$ cat config.mk
export PLATFORM = sky130hd
export DESIGN_NAME = adaptive_noise_subtractor
export DESIGN_NICKNAME = d
export VERILOG_FILES = /design/src/rtl/ans_pkg.sv /design/src/rtl/noise_window_accumulator.sv /design/src/rtl/adaptive_noise_subtractor.sv
export SDC_FILE = /design/constraint.sdc
export NUM_CORES = 1
export LEC_CHECK = 0
export ABC_AREA = 1
export ABC_CLOCK_PERIOD_IN_PS = 6130
export CAP_MARGIN = 20
export CORE_UTILIZATION = 35
export DETAILED_ROUTE_END_ITERATION = 10
export PLACE_DENSITY = 0.49
export RECOVER_POWER = 25
export SLEW_MARGIN = 20
export SYNTH_ARGS = -nofsm -noshare
export SYNTH_HDL_FRONTEND = slang
export SYNTH_HIERARCHICAL = 1
export SYNTH_SLANG_ARGS = --single-unit
$ cat constraint.sdc
create_clock -name clk -period 6.13 [get_ports clk]
set_clock_uncertainty 0.1 [all_clocks]
set_input_delay 1.226 -clock clk [delete_from_list [all_inputs] [get_ports clk]]
set_output_delay 1.226 -clock clk [all_outputs]
set_load 0.01 [all_outputs]
$ cat src/rtl/ans_pkg.sv
// Shared encodings for the adaptive noise-floor subtraction stage.
package ans_pkg;

    localparam logic [1:0] MODE_BYPASS = 2'd0;
    localparam logic [1:0] MODE_FIXED  = 2'd1;
    localparam logic [1:0] MODE_TRACK  = 2'd2;

    typedef enum logic {CAL, RUN} state_t;

    // oversub is unsigned Q2.2: two fractional bits
    localparam int OVERSUB_FRAC = 2;

endpackage

$ cat src/rtl/noise_window_accumulator.sv
// Sums sample magnitudes over a 2^LOG2_LEN window; win_mean/win_done are
// combinational on the valid cycle that completes the window.
module noise_window_accumulator #(
    parameter int DATA_W   = 16,
    parameter int LOG2_LEN = 8
) (
    input  logic              clk,
    input  logic              rst_n,
    input  logic [DATA_W-2:0] mag,
    input  logic              valid,
    input  logic              clear,
    output logic [DATA_W-2:0] win_mean,
    output logic              win_done
);

    localparam int ACC_W = DATA_W - 1 + LOG2_LEN;

    logic [ACC_W-1:0]    acc_q, acc_d, acc_sum;
    logic [LOG2_LEN-1:0] cnt_q, cnt_d;

    always_comb begin
        acc_sum  = acc_q + ACC_W'(mag);
        win_done = valid && !clear && (cnt_q == '1);
        win_mean = acc_sum[ACC_W-1:LOG2_LEN];
        acc_d    = acc_q;
        cnt_d    = cnt_q;
        // clear discards any coincident sample
        if (clear) begin
            acc_d = '0;
            cnt_d = '0;
        end else if (valid) begin
            acc_d = win_done ? '0 : acc_sum;
            cnt_d = cnt_q + 1'b1;
        end
    end

    always_ff @(posedge clk or negedge rst_n) begin
        if (!rst_n) begin
            acc_q <= '0;
            cnt_q <= '0;
        end else begin
            acc_q <= acc_d;
            cnt_q <= cnt_d;
        end
    end

endmodule

$ cat src/rtl/adaptive_noise_subtractor.sv
// Noise-floor estimator (calibrate / track) and magnitude subtraction with
// programmable over-subtraction; one cycle of latency from audio_valid.
module adaptive_noise_subtractor
    import ans_pkg::*;
#(
    parameter int DATA_W      = 16,
    parameter int LOG2_LEN    = 8,
    parameter int ALPHA_SHIFT = 3
) (
    input  logic              clk,
    input  logic              rst_n,
    input  logic [DATA_W-1:0] audio_in,
    input  logic              audio_valid,
    input  logic [1:0]        mode,
    input  logic [3:0]        oversub,
    input  logic              recal,
    output logic [DATA_W-1:0] audio_out,
    output logic              audio_ready,
    output logic [DATA_W-2:0] noise_est,
    output logic              noise_ready
);

    localparam logic [DATA_W-2:0] MAG_MAX = '1;

    function automatic logic [DATA_W-2:0] sat_mag(input logic [DATA_W-1:0] x);
        logic [DATA_W-1:0] a;
        a = x[DATA_W-1] ? (~x + 1'b1) : x;
        return a[DATA_W-1] ? MAG_MAX : a[DATA_W-2:0];
    endfunction

    function automatic logic [DATA_W-2:0] sat_thresh(input logic [DATA_W+2:0] prod);
        logic [DATA_W:0] s;
        s = prod[DATA_W+2:OVERSUB_FRAC];
        return (|s[DATA_W:DATA_W-1]) ? MAG_MAX : s[DATA_W-2:0];
    endfunction

    function automatic logic [DATA_W-2:0] clamp_est(input logic signed [DATA_W:0] v);
        if (v[DATA_W])        return '0;
        else if (v[DATA_W-1]) return MAG_MAX;
        else                  return v[DATA_W-2:0];
    endfunction

    state_t            state_q, state_d;
    logic [DATA_W-2:0] noise_est_q, noise_est_d;
    logic              noise_ready_q, noise_ready_d;
    logic [DATA_W-1:0] audio_out_q, audio_out_d;
    logic              audio_ready_q, audio_ready_d;

    logic [1:0]        mode_eff;
    logic              tracking, bypass, acc_valid, acc_clear, win_done;
    logic [DATA_W-2:0] mag, thr, sub, win_mean;
    logic [DATA_W-1:0] sub_res;
    logic signed [DATA_W:0] diff, step, upd;

    always_comb begin
        mode_eff  = (mode == 2'd3) ? MODE_FIXED : mode;
        tracking  = (mode_eff == MODE_TRACK);
        bypass    = (mode_eff == MODE_BYPASS);
        acc_valid = audio_valid && !recal && (state_q == CAL || tracking);
        // leaving tracking empties the window so re-entry starts fresh
        acc_clear = recal || (state_q == RUN && audio_valid && !tracking);
    end

    noise_window_accumulator #(
        .DATA_W   (DATA_W),
        .LOG2_LEN (LOG2_LEN)
    ) u_acc (
        .clk      (clk),
        .rst_n    (rst_n),
        .mag      (mag),
        .valid    (acc_valid),
        .clear    (acc_clear),
        .win_mean (win_mean),
        .win_done (win_done)
    );

    always_comb begin
        mag     = sat_mag(audio_in);
        thr     = sat_thresh((DATA_W+3)'(noise_est_q) * (DATA_W+3)'(oversub));
        sub     = mag - thr;
        sub_res = '0;
        if (mag > thr) begin
            sub_res = audio_in[DATA_W-1] ? (~{1'b0, sub} + 1'b1) : {1'b0, sub};
        end
        diff = $signed({2'b00, win_mean}) - $signed({2'b00, noise_est_q});
        step = diff >>> ALPHA_SHIFT;
        upd  = $signed({2'b00, noise_est_q}) + step;
    end

    always_comb begin
        state_d       = state_q;
        noise_est_d   = noise_est_q;
        noise_ready_d = noise_ready_q;
        audio_out_d   = audio_out_q;
        audio_ready_d = 1'b0;
        if (audio_valid) begin
            if (bypass) begin
                audio_out_d   = audio_in;
                audio_ready_d = 1'b1;
            end else if (state_q == RUN && !recal) begin
                audio_out_d   = sub_res;
                audio_ready_d = 1'b1;
            end
        end
        if (recal) begin
            state_d       = CAL;
            noise_ready_d = 1'b0;
        end else if (win_done) begin
            if (state_q == CAL) begin
                noise_est_d   = win_mean;
                noise_ready_d = 1'b1;
                state_d       = RUN;
            end else begin
                noise_est_d = clamp_est(upd);
            end
        end
    end

    always_ff @(posedge clk or negedge rst_n) begin
        if (!rst_n) begin
            state_q       <= CAL;
            noise_est_q   <= '0;
            noise_ready_q <= 1'b0;
            audio_out_q   <= '0;
            audio_ready_q <= 1'b0;
        end else begin
            state_q       <= state_d;
            noise_est_q   <= noise_est_d;
            noise_ready_q <= noise_ready_d;
            audio_out_q   <= audio_out_d;
            audio_ready_q <= audio_ready_d;
        end
    end

    assign audio_out   = audio_out_q;
    assign audio_ready = audio_ready_q;
    assign noise_est   = noise_est_q;
    assign noise_ready = noise_ready_q;

endmodule

==> impl_results.md, run 1 <==
- CP Max Fanout: 7
- Hold-fix buffer count after cts: 0
- Layout area overhead: 59.29%
- Cell repeated most along the worst path: nor2_1
- Total power: 0.002576 W
- Syn Inst Count: roughly 1.5k
- Failing checks: max-capacitance violations, max-slew violations, negative setup slack
- Leak Pwr: between 8 and 9 nW
- Routed WL per cell: 14.84 µm
- Bufs on Longest Clock Path: 2
- Post-route DRC violation count: 0
- Worst Path Arrival: 6.34 ns
- Vias per cell: 4.807
- Mean Syn Cell Area: 6.364 µm²
- Final cell count without fillers: roughly 2.3k
- Compound-Gate Fraction of Synth Area: 14.13%
- Placed Instances: 2180
- Slowest cell on crit path: ha_1
- # setup viols final: 15
- Initial antenna violation count: 0
- Port Buffers: 58
- Syn_nets: about 1.6k
- Total detailed-routing wirelength: 33.53 mm
- Fmax achieved: 0.1619 GHz
- Final worst setup slack: -0.04557 ns
- CTS Sinks: 65
- Top FF cell, synth: dfrtp_1
- Initial core utilization: 36.03%
- #FFs+latches synth: 65
- Top layer in use: met4
- Mapped Area: 9469 µm²
- Routed wl met2: 16.16 mm
- R2R cell count: 32
- Ant. Diodes: 0
- Ys async rst share: 100.0%
- FF-to-FF setup slack: 0.47 ns
- Grt total ovfl: 0
- Core area: 26280 µm²
- Status: finished, violations left
- Die height: 166.5 µm
- Commonest non-fill, non-tap cells in the layout: nand2_1 (368), buf_4 (368), inv_1 (243)
- GP Congestion: 0.8834
- Final net count: 2059
- Mux contribution to synthesized area: 0%
- FP Rows: 59
- CP Capture Type: register
- Final antenna-violating net count: 0
- Crit path launch: audio_in[7]
- H-tree depth: 3
- Post-synthesis adder-cell area fraction: 17.36%
- Worst VDD drop: 0.0001372 V
- Synthesized-area fraction occupied by and/or/nand/nor cells: 34.62%
- RSZ-0062 raised after global routing: true
- Reg clk slew, reported paths: 0.06 ns
- Req. time, crit path: about 6.3 ns
- Fill count: ~2.5k
- First-pass GRT wire length: roughly 54 mm
- Reg-to-Reg End: audio_out[15]
- Largest net degree at the start of global routing: 66
- Layout cell share with drive strength beyond 1: 39.19%
- Final-report max-slew violation count: 66
- CTS tree: done
- Worst slew pin tran: roughly 3.8 ns
- DR pass1 iterations: 5
- Worst setup SP type: primary input
- R2R Path Start: noise_est[3]
- Final Hold Vio Count: 0
- Worst setup endpoint: noise_est[3]
- Worst path depth: 36
- Fin crit share: 100.7%
- Clk root buf: clkbuf_16
- Post-synthesis sequential area ratio: 17.18%
- Iter 0 DRT Violations: 592
- Max Cap Violations: 1
- Power Dens Cells: 170.8 nW/µm²
- Normalized max-slew margin: -154.1%
- EDFF count, synth: 0
- Setup_tns: -0.4313 ns
- HP Class: register to register
- Via count: 10.86k
- Yosys warns: 6
- Largest family of logic cells by synthesized area: simple AND/OR/NAND/NOR gates
- Final min period: 6.176 ns
- Vias in the first global route: 10.82k
- DR WL met3: 1.319 mm
- WS Path Type: primary input to register
- Post-Synth XOR/XNOR Area: under 10%
- Total die area: roughly 28000 µm²
- IO Pins: 59
- Synth unique cells: 52
- Die Width: approximately 170 µm
- Total CTS buffers: 9
- Delay-heaviest family, CP: simple AND/OR/NAND/NOR gates
- Clock Latency Late Sink: 0.34 ns
- Tot GR Track Use: 24.25%
- CP peak stage delay: 0.35 ns
- WL met1: 15.66 mm
- Critical path buffer and inverter count: 7
- Hpwl dp: between 20 and 30 mm
## power by group
group          internal [W]  total [W]  switching, W
Clock              0.000410   0.000617      0.000206
Combinational      0.000714    0.00146      0.000750
Sequential         0.000466   0.000495     0.0000286
Total               0.00159    0.00258      0.000986
## kinds of logic after synthesis
| logic type | after synthesis |
|---|---|
| simple gates | 744 |
| buf+inv | 304 |
| compound gates | 215 |
| fa+ha+maj | 114 |
| flops | 65 |
| xor+xnor | 46 |
## synth_stat cells (2+ instances only)
cell type  number  area [µm²]
nor3_1         17       85.08
xnor2_1        16       140.1
o2111ai_1       2       17.52
o31ai_1         3       22.52
buf_6           5       56.30
inv_1         270        1013
ha_1           85        1064
nand2_4         3       33.78
dfrtp_1        65        1627
o21ai_2        14       122.6
nand3_1        78       390.4
nor2_2         16       100.1
o21ai_1        10       50.05
nand3_2         4       40.04
a21boi_0        3       22.52
and2_1         13       81.33
a31oi_1         2       12.51
a22oi_1        17       127.6
a21o_1          5       37.54
o21ai_0        43       215.2
nand4_1        17       106.4
or2_2           9       56.30
o21bai_1        7       52.55
nor2_4          5       56.30
or2_1           5       31.28
a21oi_1        84       420.4
nand3b_1       10       75.07
xor2_1         30       262.8
a21oi_2        10       87.58
inv_2          11       41.29
a221oi_1        2       17.52
nor2_1        117       439.2
clkbuf_1       16       60.06
o21a_1          2       15.01
nand2_1       415        1558
nand2_2        28       175.2
o211ai_1        2       15.01
nor4_1          3       18.77
fa_1           29       580.6
a22o_1          3       26.28
## worst min-delay path: cells and delay by family (launching register included)
kind          cells  cell delay, ns
flops             1            0.34
simple gates      2            0.12
## layout make-up
class / count / area [µm²] / area share, %
multi-input cells: 1121 / 8124 / 53.86
repair buffers: 440 / 3507 / 23.25
flip-flops and latches: 65 / 1627 / 10.78
inverters: 282 / 1061 / 7.034
well taps: 335 / 419.2 / 2.779
clock buffers: 12 / 246.5 / 1.634
clock inverters: 4 / 98.84 / 0.6553
## how the worst min path moves through the flow
stage                                from  slack (ns)               to  cells after the start
after global placement     u_acc/acc_q[7]        0.37   u_acc/acc_q[7]                      2
after global routing        audio_out[15]        0.43    audio_out[15]                      2
final                       audio_out[15]        0.39    audio_out[15]                      2
after detailed placement  u_acc/acc_q[14]        0.37  u_acc/acc_q[14]                      2
after CTS                   audio_out[15]        0.40    audio_out[15]                      2
after floorplan           u_acc/acc_q[11]        0.35  u_acc/acc_q[11]                      2
## stage by stage
step           utilization [%]  instance area [µm²]  worst slack (ns)  hold slack, ns
6_report                 57.39                15080          -0.04557          0.3872
5_1_grt                  57.39                15080           -0.3613          0.4339
4_1_cts                  54.16                14230         0.0007248          0.4017
3_5_place_dp             48.62                12780            -1.065          0.3717
3_3_place_gp             48.62                12780            -1.003          0.3733
2_1_floorplan                -                 9497          0.005610          0.3528
## metal layers
layer / track usage, % / vias up
met3: 2.828 / 32
met1: 33.01 / 5084
met5: 0 / -
li1: - / 5565
met4: 4.106 / 0
met2: 41.60 / 177
## timing repair
| action | 4_1_cts | 5_1_grt |
|---|---|---|
| resized for setup | 222 | 165 |
| pin swaps | 96 | 127 |
| setup endpoints to repair | 31 | 31 |
| cloned | 4 | 0 |
| buffers inserted | 32 | 28 |
## flip-flops by register name, indices dropped and copies added, names as in the netlist
register     cells
u_acc/acc_q     23
noise_est       15
audio_out       16
audio_ready      1
u_acc/cnt_q      8
noise_ready      1
state_q          1
No activity file was read; power rests on OpenSTA's default activity.
==> inputs of run 2 (changes only) <==
Settings changed: GPL_ROUTABILITY_DRIVEN set to 1.
==> results of run 2 <==
Final layout, timing and power as in run 1 (identical DEF).
